<file path="src/rtl/booth_pkg.sv">
// -----------------------------------------------------------------------------
// booth_pkg
// Shared definitions for the radix-4 Booth sequential multiplier:
//   - state_t : controller state encoding (IDLE/BUSY/DONE)
//   - digit_t : Booth digit select (0, +1, +2, -1, -2)
//   - booth_digit() : maps an overlapping multiplier triplet to its digit
// -----------------------------------------------------------------------------
package booth_pkg;

   typedef enum logic [1:0] {
      IDLE = 2'b00,
      BUSY = 2'b01,
      DONE = 2'b10
   } state_t;

   typedef enum logic [2:0] {
      DIG_ZERO = 3'd0,
      DIG_P1   = 3'd1,
      DIG_P2   = 3'd2,
      DIG_M1   = 3'd3,
      DIG_M2   = 3'd4
   } digit_t;

   // Triplet is {b[2i+1], b[2i], b[2i-1]}; digit = -2*t2 + t1 + t0.
   function automatic digit_t booth_digit(input logic [2:0] triplet);
      digit_t d;
      case (triplet)
         3'b001, 3'b010: d = DIG_P1;
         3'b011:         d = DIG_P2;
         3'b100:         d = DIG_M2;
         3'b101, 3'b110: d = DIG_M1;
         default:        d = DIG_ZERO;
      endcase
      return d;
   endfunction

endpackage

</file>
<file path="src/rtl/booth_pp_select.sv">
// -----------------------------------------------------------------------------
// booth_pp_select
// Combinational Booth partial-product generator.
//   triplet_i : 3-bit overlapping multiplier triplet
//   mcand_i   : WIDTH-bit signed multiplicand
//   pp_o      : WIDTH+2-bit signed partial product d*mcand, d in {0,+-1,+-2}
// -----------------------------------------------------------------------------
module booth_pp_select
   import booth_pkg::*;
#(
   parameter int WIDTH = 8
) (
   input  logic [2:0]       triplet_i,
   input  logic [WIDTH-1:0] mcand_i,
   output logic [WIDTH+1:0] pp_o
);

   localparam logic [WIDTH+1:0] ONE = {{(WIDTH+1){1'b0}}, 1'b1};

   logic [WIDTH+1:0] m1;
   logic [WIDTH+1:0] m2;

   // Two guard bits so that +-2*mcand (including -2 * most-negative) fits.
   assign m1 = {{2{mcand_i[WIDTH-1]}}, mcand_i};
   assign m2 = {m1[WIDTH:0], 1'b0};

   always_comb begin
      pp_o = '0;
      case (booth_digit(triplet_i))
         DIG_P1:  pp_o = m1;
         DIG_P2:  pp_o = m2;
         DIG_M1:  pp_o = ~m1 + ONE;
         DIG_M2:  pp_o = ~m2 + ONE;
         default: pp_o = '0;
      endcase
   end

endmodule

</file>
<file path="src/rtl/booth_r4_seq_mult.sv">
// -----------------------------------------------------------------------------
// booth_r4_seq_mult
// Iterative signed radix-4 Booth multiplier, one Booth digit per cycle,
// WIDTH/2 iterations per product, valid/ready on input and output.
//   clk, rst_n          : clock, asynchronous active-low reset
//   in_valid / in_ready : operand handshake (in_ready high only in IDLE)
//   a, b                : signed multiplicand / multiplier
//   out_valid/out_ready : product handshake (out_valid high only in DONE)
//   product             : signed a*b, 2*WIDTH bits, held outside DONE
//   busy                : high while iterating
// -----------------------------------------------------------------------------
module booth_r4_seq_mult
   import booth_pkg::*;
#(
   parameter int WIDTH = 8,
   parameter int CNT_W = $clog2(WIDTH/2) + 1
) (
   input  logic                 clk,
   input  logic                 rst_n,
   input  logic                 in_valid,
   output logic                 in_ready,
   input  logic [WIDTH-1:0]     a,
   input  logic [WIDTH-1:0]     b,
   output logic                 out_valid,
   input  logic                 out_ready,
   output logic [2*WIDTH-1:0]   product,
   output logic                 busy
);

   localparam int              PW       = 2 * WIDTH;
   localparam logic [CNT_W-1:0] LAST_CNT = CNT_W'(WIDTH/2 - 1);
   localparam logic [CNT_W-1:0] CNT_ONE  = CNT_W'(1);

   state_t             state_q;
   logic [WIDTH-1:0]   mcand_q;
   logic [WIDTH:0]     mplr_q;
   logic [PW-1:0]      acc_q;
   logic [PW-1:0]      product_q;
   logic [CNT_W-1:0]   cnt_q;
   logic               in_ready_q;
   logic               out_valid_q;
   logic               busy_q;

   logic [WIDTH+1:0]   pp;
   logic [PW-1:0]      pp_ext;
   logic [PW-1:0]      pp_shifted;
   logic [PW-1:0]      acc_d;
   logic [CNT_W:0]     shamt;

   // mcand_q holds a as-is; sign extension happens inside the selector.
   booth_pp_select #(.WIDTH(WIDTH)) u_pp_select (
      .triplet_i (mplr_q[2:0]),
      .mcand_i   (mcand_q),
      .pp_o      (pp)
   );

   // Full sign extension of every partial product removes the need for
   // a sign-correction row; the adder simply wraps modulo 2^PW.
   assign pp_ext     = {{(PW-WIDTH-2){pp[WIDTH+1]}}, pp};
   assign shamt      = {cnt_q, 1'b0};
   assign pp_shifted = pp_ext << shamt;
   assign acc_d      = acc_q + pp_shifted;

   always_ff @(posedge clk or negedge rst_n) begin
      if (!rst_n) begin
         state_q     <= IDLE;
         mcand_q     <= '0;
         mplr_q      <= '0;
         acc_q       <= '0;
         product_q   <= '0;
         cnt_q       <= '0;
         in_ready_q  <= 1'b1;
         out_valid_q <= 1'b0;
         busy_q      <= 1'b0;
      end else begin
         case (state_q)
            IDLE: begin
               if (in_valid) begin
                  mcand_q    <= a;
                  mplr_q     <= {b, 1'b0};
                  acc_q      <= '0;
                  cnt_q      <= '0;
                  state_q    <= BUSY;
                  in_ready_q <= 1'b0;
                  busy_q     <= 1'b1;
               end
            end
            BUSY: begin
               acc_q  <= acc_d;
               // Arithmetic shift keeps the upper triplets sign-correct.
               mplr_q <= {{2{mplr_q[WIDTH]}}, mplr_q[WIDTH:2]};
               cnt_q  <= cnt_q + CNT_ONE;
               if (cnt_q == LAST_CNT) begin
                  state_q     <= DONE;
                  busy_q      <= 1'b0;
                  out_valid_q <= 1'b1;
                  product_q   <= acc_d;
               end
            end
            DONE: begin
               // Return to IDLE only; a new operand is taken next cycle.
               if (out_ready) begin
                  state_q     <= IDLE;
                  out_valid_q <= 1'b0;
                  in_ready_q  <= 1'b1;
               end
            end
            default: begin
               state_q     <= IDLE;
               in_ready_q  <= 1'b1;
               out_valid_q <= 1'b0;
               busy_q      <= 1'b0;
            end
         endcase
      end
   end

   assign in_ready  = in_ready_q;
   assign out_valid = out_valid_q;
   assign busy      = busy_q;
   assign product   = product_q;

endmodule
</file>
<file path="config.mk">
export PLATFORM = sky130hd
export DESIGN_NAME = booth_r4_seq_mult
export DESIGN_NICKNAME = d
export VERILOG_FILES = /design/src/rtl/booth_pkg.sv /design/src/rtl/booth_pp_select.sv /design/src/rtl/booth_r4_seq_mult.sv
export SDC_FILE = /design/constraint.sdc
export NUM_CORES = 1
export LEC_CHECK = 0
export CAP_MARGIN = 30
export CORE_MARGIN = 10
export CORE_UTILIZATION = 58
export DETAILED_ROUTE_END_ITERATION = 10
export PLACE_DENSITY = 0.89
export SYNTH_ARGS = -nofsm -noshare
export SYNTH_HDL_FRONTEND = slang
export SYNTH_SLANG_ARGS = --single-unit
</file>
<file path="constraint.sdc">
create_clock -name clk -period 4.92 [get_ports clk]
set_input_delay 0.984 -clock clk [delete_from_list [all_inputs] [get_ports clk]]
set_output_delay 0.984 -clock clk [all_outputs]
set_load 0.02 [all_outputs]
</file>
==> results.py, run 1 <==
metrics = {
    "outcome": {
        "status": "completed",
    },
    "global_routing": {
        "antenna_found_initial": 0,
        "grt_pass1_vias": 3452,
        "track_usage_pct": 19.3,
        "grt_pass1_wl_mm": 16.4,
        "grt_overflow": 0,
        "grt_max_degree": 58,
    },
    "logic_synthesis": {
        "ys_async_sr_fraction_pct": 100,
        "yosysWarnings": 0,
        "synth_top_area_share_pct": 34.9,
        "ys_seq_area_share_pct": 35.6,
        "synthTopCellsByArea": "dfrtp_1, nand2_1, ha_1",
        "postSynthAreaPerCell_um2": 8.72,
        "synth_flop_cell": "dfrtp_1",
        "syn-cell-area_um2": 4010,
        "synthCells": 460,
        "yosys.area.top_type": "dfrtp_1",
        "synth_cell_types": 65,
        "synth_edf_count": 0,
        "ys_ff_latch": 57,
        "synth.net_count": 499,
    },
    "final_layout": {
        "nFillCells": 526,
        "final_cell_mix": "nand2_1, dfrtp_1, o21ai_0",
        "drive_above_1_share_pct": 10.9,
        "nets": 522,
        "layout_commonest_cell": "nand2_1",
        "utilization_pct": 66.4,
        "multi_input_area_um2": 2340,
        "n_antenna_cell": 0,
        "seq_area_um2": 1430,
        "synthToLayoutAreaGrowth_pct": 11.8,
    },
    "worst_setup_path": {
        "cp.arrival_ps": 4840,
        "critPathSlowestCell": "or4b_2",
        "worst_setup_path_end_kind": "register",
        "max_stage_delay_ps": 640,
        "crit_path_max_fanout": 9,
        "critical_path_class": "reg2reg",
        "startpoint_type": "register",
        "crit_chain": "inv_1 -> ha_1 -> or4b_2 -> o21ai_0 -> nand3_1 -> a31oi_1 -> mux2i_1 -> mux2_2 -> nor2_1 -> ha_1 -> a2111o_1 -> a21oi_1 -> o31ai_1 -> a21o_1 -> a21oi_1 -> xor2_1 -> o21ai_0",
        "required_ps": 5110,
    },
    "clock_network": {
        "cts_sinks": 57,
        "cts_setup_buffers": 0,
        "ctsHoldBuffers": 0,
        "cts_tree": "built",
        "root_buffer": "clkbuf_8",
        "cts_resized": 0,
        "cts-htree-levels": 3,
        "clk_path_buf_depth": 2,
        "clk_latency_ps": 350,
        "cts_made_buffers": 9,
        "clk_pin_slew_ps": 70,
    },
    "placed_design": {
        "dpl.hpwl_mm": 7.21,
        "io_buffers": 38,
        "pre_cts_ws_ps": 394,
        "gp_congestion": 0.924,
    },
    "sta": {
        "worst_slack_ps": 268,
        "hold_viol_final": 0,
        "fin_crit_ps": 4650,
        "tns_ps": 0,
        "finalMaxSlewViolations": 0,
        "slew-limit-headroom_pct": 31.2,
        "post-route-period-util_pct": 94.5,
        "final-setup-viol-count": 0,
        "tightest_slew_ps": 1030,
        "fin_skew_ps": 11.7,
        "rsz0062_at_grt": "no",
        "fmax_mhz": 215,
    },
    "drt": {
        "antenna_violating_nets_post_route": 0,
        "dr.first_iter.drc_count": 378,
        "vias_per_cell": 6.35,
        "drt_first_pass_iters": 5,
        "drc_errors": 0,
        "vias": 3605,
        "routed_wirelength_mm": 9.96,
        "wl_per_cell_um": 17.5,
    },
    "worst_hold_path": {
        "min_path_type": "reg2reg",
    },
    "floorplanning": {
        "fp.dieH_um": 103,
        "die-area_um2": 10600,
        "core_area_um2": 6760,
        "num_rows": 30,
        "die_w_um": 103,
        "start_util_pct": 59.4,
        "io_pins": 39,
    },
    "run": {
        "max_cap_viol_count": 0,
    },
}
path summary, 6_finish.rpt:
check	end	slack, ps	from	depth (start not counted)
worst min-delay path	product[9]	480	product[9]	2
worst min register to register	product[9]	480	product[9]	2
worst max-delay path	product[13]	270	mcand_q[0]	17
max in group asynchronous	acc_q[14]	3670	rst_n	2
worst max register to register	product[13]	270	mcand_q[0]	17
min in group asynchronous	mplr_q[3]	760	rst_n	2
synthesized netlist by cell type (all sizes together) (2+ instances only):
cell	count
or4	2
nand2b	5
clkbuf	23
mux2	12
a211oi	6
a31oi	9
ha	18
o41ai	2
and2b	2
or2	3
a22oi	3
o21ai	45
nor4b	2
nor3	10
a32oi	4
xnor2	10
a21o	10
o21a	2
o31ai	9
nand2	70
nand4b	2
o22ai	14
xor2	10
mux2i	12
nor2b	3
a21oi	18
nand3	9
o21bai	2
dfrtp	56
and3	4
a221oi	2
inv	9
buf	9
or3	4
and2	2
nor2	35
metal layers:
metal	vias to the layer above	global-route usage (%)	share of wire, %
met5	-	0	0
li1	1709	-	-
met1	1712	24.6	42
met3	26	4.25	7.2
met2	158	30.9	49
met4	0	8.02	2.2
cells by family (layout without fill, tap and decap cells):
kind of cell | after synthesis | in the layout | synth area share, %
muxes | 24 | 24 | 6.36
buffers and inverters | 41 | 69 | 6.17
xor gates and xnor gates | 20 | 20 | 4.37
adders and majority gates | 19 | 19 | 6.11
AOI/OAI and AO/OA | 137 | 137 | 22.1
DFF | 57 | 57 | 35.6
and+or+nand+nor | 162 | 162 | 19.3
cell type report:
cell class	count	area share, %
well taps	80	2.23
inverters	9	0.753
repair buffers	44	9.37
flip-flops and latches	57	31.8
multi-input cells	362	52.2
clock inverters	6	0.781
clock buffers	10	2.85
through the flow:
step / cell area, um^2 / hold WS [ps] / std cells
final: 4480 / 483 / 568
after global routing: 4480 / 499 / 568
after CTS: 4480 / 486 / 568
after detailed placement: 4320 / 471 / 552
after global placement: 4320 / 457 / 552
after floorplan: 4010 / 446 / 460
critical path, delay by kind of cell (launching register included):
kind,cells,cell delay [ps]
compound gates,8,1890
simple gates,3,850
xor+xnor,1,190
flops,1,460
buf+inv,1,100
fa+ha+maj,2,530
mux,2,490
state kept, by name (all words and copies together) (netlist names):
register,count
mcand_q,8
busy,1
product,16
acc_q,16
state_q,2
in_ready,1
mplr_q,9
out_valid,1
cnt_q,3
Power of run 1 is not shown: default switching activity piles up to over one toggle a cycle in this logic, so the estimate is an artifact.
==> run 2: changes to the inputs <==
CORE_UTILIZATION = 55   (was 58)
PLACE_DENSITY = 0.85   (was 0.89)
==> results.py, run 2 (synthesized netlist as in run 1, its figures left out) <==
metrics = {
    "outcome": {
        "status": "completed",
    },
    "floorplanning": {
        "io_pins": 39,
        "fp.dieH_um": 105,
        "die-area_um2": 11100,
        "die_w_um": 105,
        "core_area_um2": 7180,
        "num_rows": 31,
        "start_util_pct": 55.9,
    },
    "worst_setup_path": {
        "r2r_cells": 16,
        "startpoint_type": "register",
        "worst_setup_path_end_kind": "register",
        "critical_path_class": "reg2reg",
        "timing.rr.start": "mcand_q[0]",
        "crit_buf_inv": 1,
        "required_ps": 5090,
        "cp.arrival_ps": 4740,
        "crit_chain": "inv_1 -> ha_1 -> or4b_2 -> o41ai_1 -> a31oi_1 -> a21o_1 -> nor2_1 -> a211oi_1 -> or3_1 -> ha_1 -> nand3_1 -> o31ai_1 -> nand2_1 -> o21ai_0 -> xnor2_1 -> o21ai_0",
        "crit_family": "compound AO/OA/AOI/OAI gates",
        "crit_path_max_fanout": 9,
        "max_stage_delay_ps": 640,
        "r2r_slack_ps": 360,
        "critPathSlowestCell": "or4b_2",
        "r2r-end": "product[15]",
    },
    "clock_network": {
        "clk_latency_ps": 340,
        "cts_tree": "built",
        "root_buffer": "clkbuf_8",
        "cts_setup_buffers": 0,
        "cts_sinks": 57,
        "cts_resized": 0,
        "ctsHoldBuffers": 0,
        "cts-htree-levels": 3,
        "clk_path_buf_depth": 2,
        "cts_made_buffers": 9,
        "clk_pin_slew_ps": 70,
    },
    "sta": {
        "slew-limit-headroom_pct": 28.4,
        "hold_viol_final": 0,
        "rsz0062_at_grt": "no",
        "holdWs_ps": 475,
        "final-setup-viol-count": 0,
        "tightest_slew_ps": 1070,
        "fin_skew_ps": 6.88,
        "finalMaxSlewViolations": 0,
        "tns_ps": 0,
        "fin_crit_ps": 4560,
        "fmax_mhz": 219,
        "post-route-period-util_pct": 92.7,
    },
    "drt": {
        "dr.first_iter.drc_count": 362,
        "drc_errors": 0,
        "vias": 3570,
        "wl_per_cell_um": 16.8,
        "vias_per_cell": 6.07,
        "antenna_violating_nets_post_route": 0,
        "drt_first_pass_iters": 5,
        "routed_wirelength_mm": 9.88,
    },
    "final_layout": {
        "layout_commonest_cell": "nand2_1",
        "synthToLayoutAreaGrowth_pct": 14.1,
        "n_antenna_cell": 0,
        "nets": 523,
        "nFillCells": 585,
        "final_cell_mix": "nand2_1, dfrtp_1, o21ai_0",
        "drive_above_1_share_pct": 11.2,
    },
    "worst_hold_path": {
        "whs_endpoint": "mplr_q[2]",
        "whs_path_depth": 2,
        "hold_path.startpoint": "mplr_q[4]",
        "min_path_type": "reg2reg",
    },
    "placed_design": {
        "gp_congestion": 0.940,
        "dpl.hpwl_mm": 7.03,
        "io_buffers": 38,
    },
    "global_routing": {
        "track_usage_pct": 17.8,
        "antenna_found_initial": 0,
        "grt_pass1_vias": 3442,
        "grt_pass1_wl_mm": 16.7,
        "grt_overflow": 0,
        "grt_max_degree": 58,
    },
    "run": {
        "max_cap_viol_count": 0,
    },
}
run 2: layout make-up:
cell class	instances	area, um^2	share of cell area [%]
clock buffer	10	138	3.01
sequential	57	1430	31.2
clock inverter	6	88.8	1.94
multi-input combinational	362	2340	51.1
tap	99	124	2.70
inverter	9	33.8	0.738
timing repair buffer	45	428	9.34
run 2: layer usage:
metal	GRT usage, %	share of wire (%)	vias up
li1	-	-	1720
met1	22.9	44	1698
met2	27.9	48	133
met3	3.53	6.3	19
met4	8.43	2.0	0
met5	0	0	-
run 2: per-stage QoR:
stage,setup WS [ps],instance area (um^2),cells,utilization [%]
5_1_grt,60.7,4580,588,63.8
3_5_place_dp,452,4350,572,60.7
3_3_place_gp,587,4350,572,60.7
6_report,358,4580,588,63.8
4_1_cts,451,4580,588,63.8
2_1_floorplan,928,4010,460,-
run 2: worst register-to-register path, cell delays in order (launching register included):
cell and delay (ps):
dfrtp_1 470, inv_1 120, ha_1 260, or4b_2 640, o41ai_1 310, a31oi_1 160, a21o_1 260, nor2_1 100
a211oi_1 60, or3_1 450, ha_1 360, nand3_1 110, o31ai_1 460, nand2_1 90, o21ai_0 260, xnor2_1 170
o21ai_0 110
run 2: worst max path at each step:
stage | from | endpoint | slack, ps | cells after the start
5_1_grt | mcand_q[0] | product[13] | 60 | 17
4_1_cts | mcand_q[0] | product[13] | 450 | 17
3_5_place_dp | mcand_q[0] | product[13] | 450 | 17
6_report | mcand_q[0] | product[15] | 360 | 16
3_3_place_gp | mcand_q[0] | product[13] | 590 | 17
2_1_floorplan | mcand_q[0] | product[13] | 930 | 18
Power of run 2 is left out for the same reason.
==> run 3: changes to the inputs <==
HOLD_SLACK_MARGIN = 0.03   (was default)
RECOVER_POWER = 50   (was default)
==> results.py, run 3 (synthesized netlist as in run 1, its figures left out) <==
metrics = {
    "outcome": {
        "status": "complete, but fails checks",
        "violations": "capacitance limit, slew limit",
    },
    "run": {
        "max_cap_viol_count": 1,
    },
    "sta": {
        "tightest_slew_ps": 3000,
        "rsz0062_at_grt": "no",
        "slew-limit-headroom_pct": -100,
        "worst_slack_ps": 352,
        "finalMaxSlewViolations": 58,
        "hold_viol_final": 0,
        "fmax_mhz": 219,
        "fin_crit_ps": 4570,
        "post-route-period-util_pct": 92.8,
        "tns_ps": 0,
        "final-setup-viol-count": 0,
        "fin_skew_ps": 6.60,
    },
    "floorplanning": {
        "fp.dieH_um": 105,
        "start_util_pct": 55.9,
        "num_rows": 31,
        "io_pins": 39,
        "die_w_um": 105,
        "core_area_um2": 7180,
        "die-area_um2": 11100,
    },
    "final_layout": {
        "nets": 523,
        "drive_above_1_share_pct": 10.8,
        "n_antenna_cell": 0,
        "nFillCells": 588,
        "layout_commonest_cell": "nand2_1",
        "final_cell_mix": "nand2_1, dfrtp_1, o21ai_0",
        "synthToLayoutAreaGrowth_pct": 14.0,
    },
    "clock_network": {
        "cts_resized": 0,
        "cts-htree-levels": 3,
        "ctsHoldBuffers": 0,
        "cts_setup_buffers": 0,
        "cts_made_buffers": 9,
        "clk_path_buf_depth": 2,
        "cts_tree": "built",
        "root_buffer": "clkbuf_8",
        "clk_pin_slew_ps": 70,
        "cts_sinks": 57,
        "clk_latency_ps": 340,
    },
    "global_routing": {
        "track_usage_pct": 17.8,
        "grt_pass1_wl_mm": 16.7,
        "grt_overflow": 0,
        "antenna_found_initial": 0,
        "use_met1_pct": 22.9,
        "grt_pass1_vias": 3442,
        "grt_max_degree": 58,
        "grt_util_met2_pct": 27.9,
        "busiest_layer": "met2",
        "met3_usage_pct": 3.53,
    },
    "placed_design": {
        "dpl.hpwl_mm": 7.03,
        "pre_cts_ws_ps": 452,
        "io_buffers": 38,
        "gp_congestion": 0.940,
    },
    "worst_setup_path": {
        "critPathSlowestCell": "or4b_2",
        "crit_path_max_fanout": 9,
        "worst_setup_path_end_kind": "register",
        "startpoint_type": "register",
        "crit_buf_inv": 1,
        "max_stage_delay_ps": 640,
        "crit_family": "compound AO/OA/AOI/OAI gates",
        "required_ps": 5090,
        "crit_chain": "inv_1 -> ha_1 -> or4b_2 -> o41ai_1 -> a31oi_1 -> a21o_1 -> nor2_1 -> a211oi_1 -> or3_1 -> ha_1 -> nand3_1 -> o31ai_1 -> nand2_1 -> o21ai_0 -> xnor2_1 -> o21ai_0",
        "cp.arrival_ps": 4740,
        "critical_path_class": "reg2reg",
    },
    "worst_hold_path": {
        "min_path_type": "reg2reg",
    },
    "drt": {
        "wl_per_cell_um": 16.9,
        "dr.first_iter.drc_count": 369,
        "drc_errors": 0,
        "antenna_violating_nets_post_route": 0,
        "vias": 3593,
        "vias_per_cell": 6.11,
        "drt_first_pass_iters": 5,
        "routed_wirelength_mm": 9.92,
    },
}
[run 3: changes by cell type in the layout (fill, tap and decap cells not counted)]
cell | previous run | this run
buf_4 | 7 | 6
clkbuf_1 | 0 | 1
clkdlybuf4s50_1 | 37 | 34
dlygate4sd3_1 | 0 | 3
nor2_1 | 34 | 35
nor2_2 | 1 | 0
[run 3: path summary, 6_finish.rpt]
kind / start / to / slack [ps] / cells past startpoint
max: mcand_q[0] / product[15] / 350 / 16
max in group asynchronous: rst_n / product[15] / 1500 / 2
max reg2reg: mcand_q[0] / product[15] / 350 / 16
min reg2reg: mplr_q[4] / mplr_q[2] / 470 / 2
min: mplr_q[4] / mplr_q[2] / 470 / 2
min in group asynchronous: rst_n / mplr_q[6] / 1730 / 2
[run 3: metal layers]
layer | wire length, um | share of wire, %
met5 | 0 | 0
met4 | 193 | 1.9
met3 | 594 | 6.0
met2 | 4750 | 48
met1 | 4380 | 44
[run 3: stage by stage]
step                      hold slack (ps)  util (%)  cell area (um^2)  std cells
final                                 474      63.7              4570        588
after global routing                  505      63.7              4570        588
after CTS                             484      63.8              4580        588
after detailed placement              465      60.7              4350        572
after global placement                456      60.7              4350        572
after floorplan                       446         -              4010        460
[run 3: layout make-up]
| cell class | instances | area [um^2] | area share, % |
|---|---|---|---|
| clock buffers | 10 | 138 | 3.01 |
| clock inverters | 6 | 88.8 | 1.94 |
| inverters | 9 | 33.8 | 0.739 |
| well taps | 99 | 124 | 2.71 |
| multi-input cells | 362 | 2340 | 51.1 |
| repair buffers | 45 | 424 | 9.27 |
| flip-flops and latches | 57 | 1430 | 31.2 |
[run 3: tightest hold or removal path: stages (launching register included)]
cell,delay (ps)
dfrtp_1,340
nand2_1,50
o21ai_0,60
Power of run 3 is left out for the same reason.
